===== config.mk =====
export PLATFORM = sky130hd
export DESIGN_NAME = hv_fetch_scheduler
export DESIGN_NICKNAME = d
export VERILOG_FILES = /design/src/rtl/hv_fetch_scheduler.sv
export SDC_FILE = /design/constraint.sdc
export NUM_CORES = 1
export LEC_CHECK = 0
export CAP_MARGIN = 20
export CORE_ASPECT_RATIO = 0.7
export CORE_MARGIN = 5
export CORE_UTILIZATION = 43
export CTS_CLUSTER_DIAMETER = 100
export DETAILED_ROUTE_END_ITERATION = 12
export MAX_ROUTING_LAYER = met4
export PLACE_DENSITY_LB_ADDON = 0.12
export SYNTH_ARGS = -nofsm -noshare
export SYNTH_HDL_FRONTEND = slang
export SYNTH_SLANG_ARGS = --single-unit

===== constraint.sdc =====
create_clock -name Clk_CI -period 7.1 [get_ports Clk_CI]
set_clock_uncertainty 0.05 [all_clocks]
set_input_delay 1.065 -clock Clk_CI [delete_from_list [all_inputs] [get_ports Clk_CI]]
set_output_delay 1.065 -clock Clk_CI [all_outputs]
set_load 0.02 [all_outputs]

===== src/rtl/hv_fetch_scheduler.sv =====
// Fetch scheduler for the spatial encoder: walks modality 1..3 and channel 0..CHANNELS-1,
// issues one read per slot to that modality's three SRAMs and hands the slot on once all valids are seen.
module hv_fetch_scheduler #(
   parameter int CHANNELS   = 16,
   parameter int ADDR_WIDTH = 4,
   parameter int TIMEOUT    = 255
) (
   input  logic                  Clk_CI,
   input  logic                  Reset_RI,
   input  logic                  ValidIn_SI,
   output logic                  ReadyOut_SO,
   output logic [2:0]            ReqMod_SO,
   output logic [ADDR_WIDTH-1:0] addr_mod1,
   output logic [ADDR_WIDTH-1:0] addr_mod2,
   output logic [ADDR_WIDTH-1:0] addr_mod3,
   input  logic [2:0]            SramValid_mod1_SI,
   input  logic [2:0]            SramValid_mod2_SI,
   input  logic [2:0]            SramValid_mod3_SI,
   output logic                  ChanValid_SO,
   input  logic                  ChanReady_SI,
   output logic [1:0]            ModSel_SO,
   output logic [ADDR_WIDTH-1:0] ChanIdx_DO,
   output logic                  LastChan_SO,
   output logic                  Done_SO,
   output logic                  Error_SO
);

   localparam int TW = $clog2(TIMEOUT + 1);
   localparam logic [ADDR_WIDTH-1:0] LAST_CHAN   = ADDR_WIDTH'(CHANNELS - 1);
   localparam logic [TW-1:0]         TIMEOUT_VAL = TW'(TIMEOUT);

   typedef enum logic [1:0] {
      ST_IDLE,
      ST_ISSUE,
      ST_WAIT,
      ST_DELIVER
   } state_t;

   state_t                state_q, state_d;
   logic [1:0]            mod_q, mod_d;
   logic [ADDR_WIDTH-1:0] chan_q, chan_d;
   logic [2:0]            sticky_q, sticky_d;
   logic [TW-1:0]         count_q, count_d;
   logic [2:0]            incoming;

   // Only the modality that was actually requested may contribute valids.
   always_comb begin
      case (mod_q)
         2'd1:    incoming = SramValid_mod1_SI;
         2'd2:    incoming = SramValid_mod2_SI;
         2'd3:    incoming = SramValid_mod3_SI;
         default: incoming = 3'b000;
      endcase
   end

   always_comb begin
      state_d      = state_q;
      mod_d        = mod_q;
      chan_d       = chan_q;
      sticky_d     = sticky_q;
      count_d      = count_q;
      ReadyOut_SO  = 1'b0;
      ReqMod_SO    = 3'b000;
      ChanValid_SO = 1'b0;
      Done_SO      = 1'b0;
      Error_SO     = 1'b0;
      ModSel_SO    = mod_q;
      ChanIdx_DO   = chan_q;
      LastChan_SO  = (mod_q == 2'd3) && (chan_q == LAST_CHAN);

      case (state_q)
         ST_IDLE: begin
            ReadyOut_SO = 1'b1;
            ModSel_SO   = 2'd0;
            ChanIdx_DO  = '0;
            LastChan_SO = 1'b0;
            if (ValidIn_SI) begin
               state_d = ST_ISSUE;
               mod_d   = 2'd1;
               chan_d  = '0;
            end
         end
         ST_ISSUE: begin
            case (mod_q)
               2'd1:    ReqMod_SO = 3'b001;
               2'd2:    ReqMod_SO = 3'b010;
               2'd3:    ReqMod_SO = 3'b100;
               default: ReqMod_SO = 3'b000;
            endcase
            sticky_d = 3'b000;
            count_d  = '0;
            state_d  = ST_WAIT;
         end
         ST_WAIT: begin
            sticky_d = sticky_q | incoming;
            // A complete set of valids wins over a timeout landing in the same cycle.
            if ((sticky_q | incoming) == 3'b111) begin
               state_d = ST_DELIVER;
            end else if (count_q == TIMEOUT_VAL) begin
               Error_SO = 1'b1;
               state_d  = ST_IDLE;
            end else begin
               count_d = count_q + 1'b1;
            end
         end
         ST_DELIVER: begin
            ChanValid_SO = 1'b1;
            if (ChanReady_SI) begin
               if (chan_q != LAST_CHAN) begin
                  chan_d  = chan_q + 1'b1;
                  state_d = ST_ISSUE;
               end else if (mod_q != 2'd3) begin
                  mod_d   = mod_q + 1'b1;
                  chan_d  = '0;
                  state_d = ST_ISSUE;
               end else begin
                  Done_SO = 1'b1;
                  state_d = ST_IDLE;
               end
            end
         end
         default: state_d = ST_IDLE;
      endcase
   end

   // Addresses are loaded on the way into ISSUE and then held until that modality is reissued.
   always_ff @(posedge Clk_CI or posedge Reset_RI) begin
      if (Reset_RI) begin
         state_q   <= ST_IDLE;
         mod_q     <= 2'd0;
         chan_q    <= '0;
         sticky_q  <= 3'b000;
         count_q   <= '0;
         addr_mod1 <= '0;
         addr_mod2 <= '0;
         addr_mod3 <= '0;
      end else begin
         state_q  <= state_d;
         mod_q    <= mod_d;
         chan_q   <= chan_d;
         sticky_q <= sticky_d;
         count_q  <= count_d;
         if (state_d == ST_ISSUE) begin
            case (mod_d)
               2'd1:    addr_mod1 <= chan_d;
               2'd2:    addr_mod2 <= chan_d;
               2'd3:    addr_mod3 <= chan_d;
               default: ;
            endcase
         end
      end
   end

endmodule

; ---- Yosys cells after proc, flatten, opt, wreduce, memory -nomap -nowiden
; Cells that the tools add are included.
[totals]
register_bits = 31
inputBits = 13
out_inout_bits = 26
elab_cells = 72
[classes]
addsub = 3
eq_ne = 17
mux = 36
bitwise = 1
n_reduce_logical = 7
[ops]
columns = cell, count
row1 = $mux 4, 5
row2 = $mux 2, 9
row3 = $pmux 3 s3, 2
row4 = $mux 8, 2
row5 = $pmux 8 s2, 1
row6 = $eq 2x2->1 const B, 6
row7 = $mux 1, 12
row8 = $add 8x1->8 const B, 1
row9 = $eq 2x1->1 const B, 4
row10 = $eq 8x8->1 const B, 1
row11 = $pmux 2 s4, 1
row12 = $pmux 4 s2, 1
row13 = $ne 2x2->1 const B, 3
row14 = $pmux 3 s2, 1
row15 = $reduce_and 2->1, 3
row16 = $add 4x1->4 const B, 1
row17 = $eq 4x4->1 const B, 1
row18 = $ne 4x4->1 const B, 1
row19 = $pmux 2 s2, 1
row20 = $eq 3x3->1 const B, 1
row21 = $mux 3, 1
row22 = $or 3x3->3, 1
row23 = $reduce_and 3->1, 1
row24 = $add 2x1->2 const B, 1
row25 = other kinds (3), 3

; ---- Logic depth before layout (Yosys ltp)
; Gate-level depths: netlist of run 1.
[depth]
word_depth = 8
mapped_depth = 8
depth_no_buf = 8

; ---- Worst setup path before layout of run 1
; No wires, ideal clock.
[synth_path]
path_kind = input to output
from = input SramValid_mod2_SI[0]
to = output Error_SO
t_arrival_ns = 2.094
t_required_ns = 5.985
path_slack_ns = 3.891
cell_stages = 4
path_buffers = 0
cell_sequence = mux2_4 -> a221oi_4 -> or3_2 -> and3_1
[synth_between]
elab_chain_len = 5
[synth_rtl]
columns = element, line_no
row1 = "start, declared", 17  ; input logic [2:0] SramValid_mod2_SI,
row2 = $pmux 3 s3, 48  ; case (mod_q)
row3 = $or 3x3->3, 97  ; if ((sticky_q | incoming) == 3'b111) begin
row4 = $eq 3x3->1, 97
row5 = $mux 1, 97
row6 = $mux 1, 71  ; case (state_q)
row7 = "end, declared", 25  ; output logic Error_SO
; No other way between the ends.

; ---- Worst setup path in the final report of run 1
[layout_path]
from = input SramValid_mod2_SI[1]
to = output Error_SO
; Same word-level chain as after synthesis.

==> results of run 1 <==
-- power by group through the flow --
stage | combinational [mW] | clock, mW | sequential, mW
final | 0.339 | 0.174 | 0.227
after global routing | 0.378 | 0.185 | 0.229
after CTS | 0.343 | 0.178 | 0.226
after detailed placement | 0.341 | 0 | 0.228
after global placement | 0.326 | 0 | 0.226
after floorplan | 0.270 | 0 | 0.215
-- synth_stat cells, drive strengths merged, types with 2 or more instances --
master | count | area [um^2]
nor3 | 6 | 35.03
nor2 | 12 | 45.04
nand2 | 13 | 48.80
ha | 6 | 75.07
buf | 2 | 16.26
a221oi | 3 | 67.56
mux2 | 16 | 202.7
a21oi | 11 | 55.05
o21ai | 9 | 48.80
a31oi | 3 | 18.77
clkbuf | 6 | 22.52
o22ai | 2 | 12.51
nand3b | 2 | 15.01
nand3 | 5 | 25.02
and3 | 3 | 18.77
dfrtp | 31 | 775.7
o221ai | 2 | 17.52
xnor2 | 4 | 35.03
inv | 9 | 33.78
nor2b | 12 | 75.07
and4 | 3 | 26.28
nand2b | 5 | 31.28
o311ai | 2 | 17.52
and2 | 2 | 12.51
nand4 | 7 | 43.79
-- state kept, by name, indices dropped and copies added, names as in the netlist --
signal	cells
addr_mod3	4
chan_q	4
addr_mod2	4
mod_q	2
state_q	2
sticky_q	3
count_q	8
addr_mod1	4
-- kinds of logic after synthesis --
kind of cell               share of synthesized area [%]
AOI/OAI and AO/OA                                  16.94
xor gates and xnor gates                           1.824
adders and majority gates                          3.909
buffers and inverters                              3.778
DFF                                                40.39
muxes                                              10.55
and+or+nand+nor                                    22.61
-- layout make-up --
| cell class | instances | area share, % |
|---|---|---|
| Timing Repair Buffer | 39 | 16.51 |
| Clock buffer | 5 | 2.785 |
| Sequential cell | 31 | 31.39 |
| Inverter | 9 | 1.367 |
| Clock inverter | 3 | 1.772 |
| Multi-Input combinational cell | 144 | 43.39 |
| Tap cell | 55 | 2.785 |
-- metrics by stage --
step | hold WS, ns | total power, mW | utilization, %
2_1_floorplan | 0.4318 | 0.4846 | -
3_3_place_gp | 0.4400 | 0.5523 | 53.84
3_5_place_dp | 0.4452 | 0.5695 | 54.48
4_1_cts | 0.4616 | 0.7462 | 57.08
5_1_grt | 0.4767 | 0.7924 | 57.08
6_report | 0.4587 | 0.7399 | 57.08
-- how the worst min path moves through the flow --
stage	start	to	slack (ns)	depth (start not counted)
floorplan	count_q[1]	count_q[1]	0.43	1
global placement	addr_mod2[0]	addr_mod2[0]	0.44	1
detailed placement	addr_mod3[1]	addr_mod3[1]	0.45	1
CTS	addr_mod3[1]	addr_mod3[1]	0.46	1
global route	addr_mod3[1]	addr_mod3[1]	0.48	1
finish	addr_mod3[1]	addr_mod3[1]	0.46	1
-- routing by layer --
layer	vias to the layer above	GRT usage [%]	share of wire (%)
met5	-	-	0
met4	0	5.390	1.0
met2	69	24.64	44
met3	7	5.233	7.1
met1	765	23.55	48
li1	782	-	-
-- cell usage in the layout, fill, tap and decap left out, types with 3 or more instances in the layout --
| cell | n |
|---|---|
| a21oi_1 | 11 |
| a31oi_1 | 3 |
| and3_1 | 3 |
| and4_1 | 3 |
| clkbuf_8 | 5 |
| clkdlybuf4s50_1 | 38 |
| dfrtp_1 | 31 |
| ha_1 | 6 |
| inv_1 | 9 |
| mux2_2 | 10 |
| mux2_4 | 6 |
| nand2_1 | 13 |
| nand2b_1 | 5 |
| nand3_1 | 5 |
| nand4_1 | 7 |
| nor2_1 | 12 |
| nor2b_1 | 12 |
| nor3_1 | 5 |
| o21ai_0 | 8 |
| xnor2_1 | 4 |
==> flow_metrics.py, run 1 <==
metrics = {
    "worst_setup_path": {
        "timing.rr.start": "mod_q[0]",
        "r2r-end": "addr_mod3[2]",
        "crit_chain": "clkdlybuf4s50_1 > mux2_4 > a221oi_2 > or3_2 > and3_1 > clkdlybuf4s50_1",
        "crit_type": "input port to output pin",
        "cp.depth": 6,
        "regToRegSetupSlack_ns": 4.18,
        "cp.arrival_ns": 3.04,
        "crit_start": "SramValid_mod2_SI[1]",
        "cp-start-kind": "input port",
        "crit_path_frequent_cell": "clkdlybuf4s50_1",
        "critical_path_buf_inv_count": 2,
        "critPathTopFamily": "buffers and inverters",
        "slowest_stage": "clkdlybuf4s50_1",
        "crit_required_ns": 5.98,
        "crit_fanout": 4,
        "end_kind": "output pin",
        "r2r_cells": 6,
        "crit_end": "Error_SO",
        "cp_slowest_stage_delay_ns": 0.60,
    },
    "drt": {
        "vias": 1623,
        "wl_per_cell_um": 16.02,
        "drc_errors": 0,
        "routed_wl_mm": 4.583,
        "vias_per_cell": 5.675,
        "dr.pass1.iters": 4,
        "drtIter0Drc": 99,
        "detail-route-antenna-nets": 0,
    },
    "cells_and_area": {
        "drive_above_1_share_pct": 16.02,
        "n_antenna_cell": 0,
        "design_area_um2": 2471,
        "fin_nets": 249,
        "seqCellArea_um2": 775.7,
        "multi_input_area_um2": 1072,
        "area_delta_synth_final_pct": 28.66,
        "num-fill-cells": 362,
        "instances_no_fill": 286,
    },
    "synthesis": {
        "async_reset_ff_share_pct": 100.0,
        "ys_warn_count": 0,
        "synth_edf_count": 0,
        "synth_cell_types": 46,
        "avgSynthCellArea_um2": 10.00,
        "ys_seq_area_share_pct": 40.39,
        "ys_seq_elements": 31,
        "syn-cell-area_um2": 1921,
        "ys.flop_type": "dfrtp_1",
        "synthesis.nets": 211,
        "netlist_instances": 192,
    },
    "floorplan": {
        "rows": 20,
        "die_y_um": 65.92,
        "io_pins": 39,
        "core_um2": 4329,
        "die_x_um": 89.88,
        "start_util_pct": 44.36,
        "die_area_um2": 5924,
    },
    "clocking": {
        "path_clk_slew_ns": 0.07,
        "cts_hold_buf": 0,
        "cts_resized": 0,
        "cts_setup_buffers": 0,
        "cts_buffers": 5,
        "clk_latency_ns": 0.29,
        "h-tree-depth": 2,
        "cts_sinks": 31,
        "clock-root-buffer": "clkbuf_8",
        "cts.path.max_buffers": 2,
        "cts_tree": "yes",
    },
    "power_and_ir_drop": {
        "p_switching_mw": 0.2999,
        "switching_share_pct": 40.53,
        "leakage_nw": 1.030,
        "pwr-share-clk_pct": 23.5,
        "power_frac_seq_pct": 30.6,
        "ir_drop_v": 0.0001773,
        "intPower_mw": 0.4400,
        "powerDensity_nw_per_um2": 299.4,
        "share_comb_of_total_power_pct": 45.8,
    },
    "timing": {
        "fin_crit_ns": 4.158,
        "post-route-period-util_pct": 58.56,
        "worst_slack_ns": 2.942,
        "timing.fmax_ghz": 0.2405,
        "hold_viol_final": 0,
        "relSlewSlack_pct": 49.31,
        "drv_slew": 0,
        "rsz0062_at_grt": "no",
        "worstMarginPinSlew_ns": 0.7538,
        "finalSetupTns_ns": 0,
        "setup_viol": 0,
    },
    "global_route": {
        "grtUsageTotal_pct": 17.26,
        "grt_overflow": 0,
        "grt_pass1_vias": 1650,
        "antenna_found_initial": 0,
        "grt_max_degree": 27,
        "grt_pass1_wl_mm": 7.997,
    },
    "status": {
        "outcome": "finished clean",
    },
    "placement": {
        "dp_hpwl_mm": 3.442,
        "place_area_um2": 2359,
        "gp_congestion": 0.8664,
        "pre_cts_slack_ns": 2.915,
        "dp.cells": 278,
        "portBuffers": 38,
    },
    "run": {
        "maxCapViolations": 0,
    },
    "hold_path": {
        "hold_path_class": "flop to flop",
    },
}
No activity file was read; power rests on OpenSTA's default activity.
==> run 2: changes to the inputs <==
==> constraint.sdc (replaced) <==
create_clock -name Clk_CI -period 3.6 [get_ports Clk_CI]
set_clock_uncertainty 0.05 [all_clocks]
set_input_delay 0.54 -clock Clk_CI [delete_from_list [all_inputs] [get_ports Clk_CI]]
set_output_delay 0.54 -clock Clk_CI [all_outputs]
set_load 0.02 [all_outputs]
==> run 2 against run 1 <==
Effect of this change:
- sequential share of layout area grew 0.11 points
- cell area shrank 0.35%
- final cell count grew 1.0%
- flip-flop and latch count is the same
- first-iteration DRC count grew 33%
- core utilization shrank 0.20 points
- count of clock-buffer cells in the layout grew 2
- critical endpoint unchanged
==> flow_metrics.py, run 2 (same netlist as run 1, synthesis figures left out) <==
metrics = {
    "global_route": {
        "grt_pass1_wl_mm": 8.238,
        "grtUsageTotal_pct": 17.64,
        "grt_overflow": 0,
        "grt_pass1_vias": 1683,
        "grt_max_degree": 27,
        "antenna_found_initial": 0,
    },
    "placement": {
        "dp_hpwl_mm": 3.553,
        "place_area_um2": 2381,
        "pre_cts_slack_ns": 0.4523,
        "portBuffers": 38,
        "gp_congestion": 0.8826,
    },
    "clocking": {
        "cts.path.max_buffers": 2,
        "cts_sinks": 31,
        "cts_tree": "yes",
        "h-tree-depth": 2,
        "path_clk_slew_ns": 0.06,
        "cts_hold_buf": 0,
        "cts_buffers": 5,
        "cts_setup_buffers": 0,
        "clock-root-buffer": "clkbuf_8",
        "cts_resized": 0,
        "clk_latency_ns": 0.28,
    },
    "worst_setup_path": {
        "crit_required_ns": 3.01,
        "cp-start-kind": "flop",
        "crit_type": "flop to output pin",
        "cp.arrival_ns": 2.70,
        "end_kind": "output pin",
        "crit_fanout": 16,
    },
    "timing": {
        "worstMarginPinSlew_ns": 0.7267,
        "post-route-period-util_pct": 91.49,
        "worst_slack_ns": 0.3063,
        "timing.fmax_ghz": 0.3036,
        "rsz0062_at_grt": "no",
        "finalSetupTns_ns": 0,
        "relSlewSlack_pct": 51.55,
        "hold_viol_final": 0,
        "drv_slew": 0,
        "setup_viol": 0,
        "fin_crit_ns": 3.294,
    },
    "cells_and_area": {
        "drive_above_1_share_pct": 16.24,
        "num-fill-cells": 367,
        "regMostFlops": "count_q",
        "area_delta_synth_final_pct": 28.21,
        "layout_common_cells": "clkdlybuf4s50_1 (38), dfrtp_1 (31), nand2_1 (13)",
        "layout_commonest_cell": "clkdlybuf4s50_1",
        "n_antenna_cell": 0,
        "fin_nets": 252,
        "largest_reg_flops": 8,
        "design_area_um2": 2462,
    },
    "floorplan": {
        "die_y_um": 65.92,
        "die_x_um": 89.88,
        "io_pins": 39,
        "die_area_um2": 5924,
        "start_util_pct": 44.36,
        "core_um2": 4329,
        "rows": 20,
    },
    "drt": {
        "vias": 1672,
        "drtIter0Drc": 132,
        "detail-route-antenna-nets": 0,
        "wl_per_cell_um": 16.73,
        "vias_per_cell": 5.785,
        "drc_errors": 0,
        "routed_wl_mm": 4.835,
        "dr.pass1.iters": 6,
    },
    "status": {
        "outcome": "finished clean",
    },
    "power_and_ir_drop": {
        "ir_drop_v": 0.0003336,
        "leakage_nw": 1.030,
        "powerDensity_nw_per_um2": 563.3,
        "power_mw": 1.387,
    },
    "hold_path": {
        "hold_path_class": "flop to flop",
    },
    "run": {
        "maxCapViolations": 0,
    },
}
-- run 2: cell types whose count changed in the layout (fill, tap and decap cells not counted) --
cell / previous run / this run
clkinv_4: 1 / 0
clkbuf_1: 0 / 2
bufinv_16: 1 / 0
buf_4: 0 / 3
-- run 2: area by class of cell --
class	instances	area (um^2)	share of cell area [%]
multi-input cells	144	1072	43.55
flip-flops and latches	31	775.7	31.50
repair buffers	42	430.4	17.48
clock buffers	7	76.32	3.100
well taps	55	68.82	2.795
inverters	9	33.78	1.372
clock inverters	1	5.005	0.2033
-- run 2: worst paths after layout --
kind	startpoint	to	slack [ns]	depth (start not counted)
max	mod_q[0]	Error_SO	0.31	5
min	addr_mod3[0]	addr_mod3[0]	0.46	1
max reg2reg	state_q[0]	addr_mod3[3]	0.68	8
min reg2reg	addr_mod3[0]	addr_mod3[0]	0.46	1
max in group asynchronous	Reset_RI	addr_mod1[0]	2.39	3
min in group asynchronous	Reset_RI	count_q[2]	0.60	2
-- run 2: metal layers --
| layer | routed length [um] | global-route usage [%] | vias to the layer above |
|---|---|---|---|
| li1 | - | - | 786 |
| met1 | 2233 | 23.32 | 803 |
| met2 | 2216 | 27.65 | 79 |
| met3 | 359 | 4.323 | 4 |
| met4 | 25 | 4.089 | 0 |
| met5 | 0 | - | - |
-- run 2: report_power, final --
group | switching (mW) | total, mW | leakage [nW] | internal (mW)
clock | 0.119 | 0.255 | 0.0422 | 0.135
sequential | 0.0593 | 0.445 | 0.427 | 0.385
combinational | 0.406 | 0.688 | 0.561 | 0.282
-- run 2: per-stage QoR --
stage	hold WS [ns]	util (%)	cells
CTS	0.4625	56.88	289
finish	0.4558	56.88	289
floorplan	0.4318	-	192
global placement	0.4401	54.36	280
detailed placement	0.4473	55.00	281
global route	0.4768	56.88	289
-- run 2: critical path, stage by stage (launching register included) --
cell	delay [ns]
dfrtp_1	0.66
and2b_2	0.35
a221oi_2	0.12
or3_2	0.52
and3_1	0.22
clkdlybuf4s50_1	0.55
==> run 3: changes to the inputs <==
--- a/config.mk
+++ b/config.mk
@@ -7,11 +7,10 @@
 export LEC_CHECK = 0
 export CAP_MARGIN = 20
 export CORE_ASPECT_RATIO = 0.7
-export CORE_MARGIN = 5
+export CORE_MARGIN = 8
 export CORE_UTILIZATION = 43
-export CTS_CLUSTER_DIAMETER = 100
+export CTS_CLUSTER_DIAMETER = 150
 export DETAILED_ROUTE_END_ITERATION = 12
-export MAX_ROUTING_LAYER = met4
 export PLACE_DENSITY_LB_ADDON = 0.12
 export SYNTH_ARGS = -nofsm -noshare
 export SYNTH_HDL_FRONTEND = slang
==> run 3 against run 2 <==
Effect of this change:
- non-clock buffer count unchanged
- hold slack got worse by 0.0023 ns
- highest routed layer unchanged
- cell area decreased by 0.25%
- largest cell class unchanged
- critical path depth increased by 1
- global-route usage decreased by 3.2 points
- register-to-register slack got worse by 0.04 ns
==> flow_metrics.py, run 3 (same netlist as run 1, synthesis figures left out) <==
metrics = {
    "drt": {
        "wl_met2_mm": 2.033,
        "dr.pass1.iters": 5,
        "vias_per_cell": 5.729,
        "wl_met1_mm": 2.312,
        "drtIter0Drc": 90,
        "top_layer": "met4",
        "detail-route-antenna-nets": 0,
        "vias": 1650,
        "wl_per_cell_um": 16.79,
        "dr_wl_met3_um": 395,
        "drc_errors": 0,
        "routed_wl_mm": 4.835,
    },
    "cells_and_area": {
        "layout_commonest_cell": "clkdlybuf4s50_1",
        "area_delta_synth_final_pct": 27.88,
        "drive_above_1_share_pct": 16.74,
        "design_area_um2": 2456,
        "fin_nets": 252,
        "n_antenna_cell": 0,
        "largest_reg_flops": 8,
        "regMostFlops": "count_q",
        "layout_common_cells": "clkdlybuf4s50_1 (38), dfrtp_1 (31), nand2_1 (13)",
        "num-fill-cells": 380,
        "fin_util_pct": 56.73,
    },
    "floorplan": {
        "die_x_um": 95.88,
        "core_um2": 4329,
        "start_util_pct": 44.36,
        "rows": 20,
        "io_pins": 39,
        "die_y_um": 71.92,
        "die_area_um2": 6895,
    },
    "run": {
        "maxCapViolations": 0,
    },
    "worst_setup_path": {
        "crit_end": "Error_SO",
        "crit_type": "input port to output pin",
        "regToRegSetupSlack_ns": 0.64,
        "crit_start": "SramValid_mod2_SI[1]",
        "cp.arrival_ns": 2.57,
        "timing.rr.start": "state_q[0]",
        "crit_fanout": 4,
        "r2r_cells": 8,
        "crit_required_ns": 3.01,
        "end_kind": "output pin",
        "r2r-end": "addr_mod3[2]",
        "cp-start-kind": "input port",
    },
    "global_route": {
        "grt_pass1_wl_mm": 7.852,
        "antenna_found_initial": 0,
        "grtUsageTotal_pct": 14.48,
        "grt_pass1_vias": 1612,
        "grt_overflow": 0,
        "grt_max_degree": 27,
    },
    "clocking": {
        "cts_tree": "yes",
        "h-tree-depth": 2,
        "clock-root-buffer": "clkbuf_8",
        "cts_setup_buffers": 0,
        "clk_latency_ns": 0.28,
        "path_clk_slew_ns": 0.06,
        "cts.path.max_buffers": 2,
        "cts_sinks": 31,
        "cts_resized": 0,
        "cts_buffers": 5,
        "cts_hold_buf": 0,
    },
    "timing": {
        "relSlewSlack_pct": 54.36,
        "hold_viol_final": 0,
        "rsz0062_at_grt": "no",
        "finalSetupTns_ns": 0,
        "drv_slew": 0,
        "timing.fmax_ghz": 0.3167,
        "setup_viol": 0,
        "worstMarginPinSlew_ns": 0.6845,
        "fin_crit_ns": 3.158,
        "post-route-period-util_pct": 87.72,
    },
    "placement": {
        "gp_congestion": 0.8546,
        "portBuffers": 38,
        "dp_hpwl_mm": 3.650,
        "place_area_um2": 2369,
    },
    "power_and_ir_drop": {
        "leakage_nw": 1.029,
        "powerDensity_nw_per_um2": 571.2,
        "ir_drop_v": 0.0003538,
        "power_mw": 1.403,
    },
    "status": {
        "outcome": "finished clean",
    },
    "hold_path": {
        "hold_path_class": "flop to flop",
    },
}
==> run 3: routing by layer <==
layer,GRT usage (%),up-vias
li1,-,788
met1,19.75,784
met2,21.02,67
met3,3.711,11
met4,6.282,0
met5,0,-
==> run 3: how the worst min path moves through the flow <==
| stage | startpoint | end | depth (start not counted) |
|---|---|---|---|
| global route | addr_mod3[0] | addr_mod3[0] | 1 |
| global placement | addr_mod2[0] | addr_mod2[0] | 1 |
| detailed placement | addr_mod3[1] | addr_mod3[1] | 1 |
| floorplan | count_q[1] | count_q[1] | 1 |
| finish | addr_mod3[0] | addr_mod3[0] | 1 |
| CTS | addr_mod3[1] | addr_mod3[1] | 1 |
==> run 3: metrics by stage <==
step           cells  setup slack, ns  hold slack [ns]
5_1_grt          288           0.3614           0.4765
6_report         288           0.4422           0.4536
3_5_place_dp     281           0.4377           0.4450
4_1_cts          288           0.4331           0.4596
3_3_place_gp     280           0.4974           0.4401
2_1_floorplan    192            1.082           0.4318
==> run 3: power by group <==
group / internal [mW] / switching [mW]
Clock: 0.150 / 0.124
Combinational: 0.283 / 0.413
Sequential: 0.386 / 0.0473
Total: 0.819 / 0.584
==> run 3: worst max-delay path, cell delays in order <==
cell and delay (ns):
clkdlybuf4s50_1 0.41, mux2_4 0.28, a221oi_2 0.34, or3_2 0.22, and3_1 0.17, clkdlybuf4s50_1 0.61
==> run 3: area by class of cell <==
type                    count  area, um^2  area share, %
multi-input cells         144        1072          43.66
flip-flops and latches     31       775.7          31.58
repair buffers             42       417.9          17.01
clock inverters             1       5.005         0.2038
clock buffers               6       82.58          3.362
well taps                  55       68.82          2.802
inverters                   9       33.78          1.375
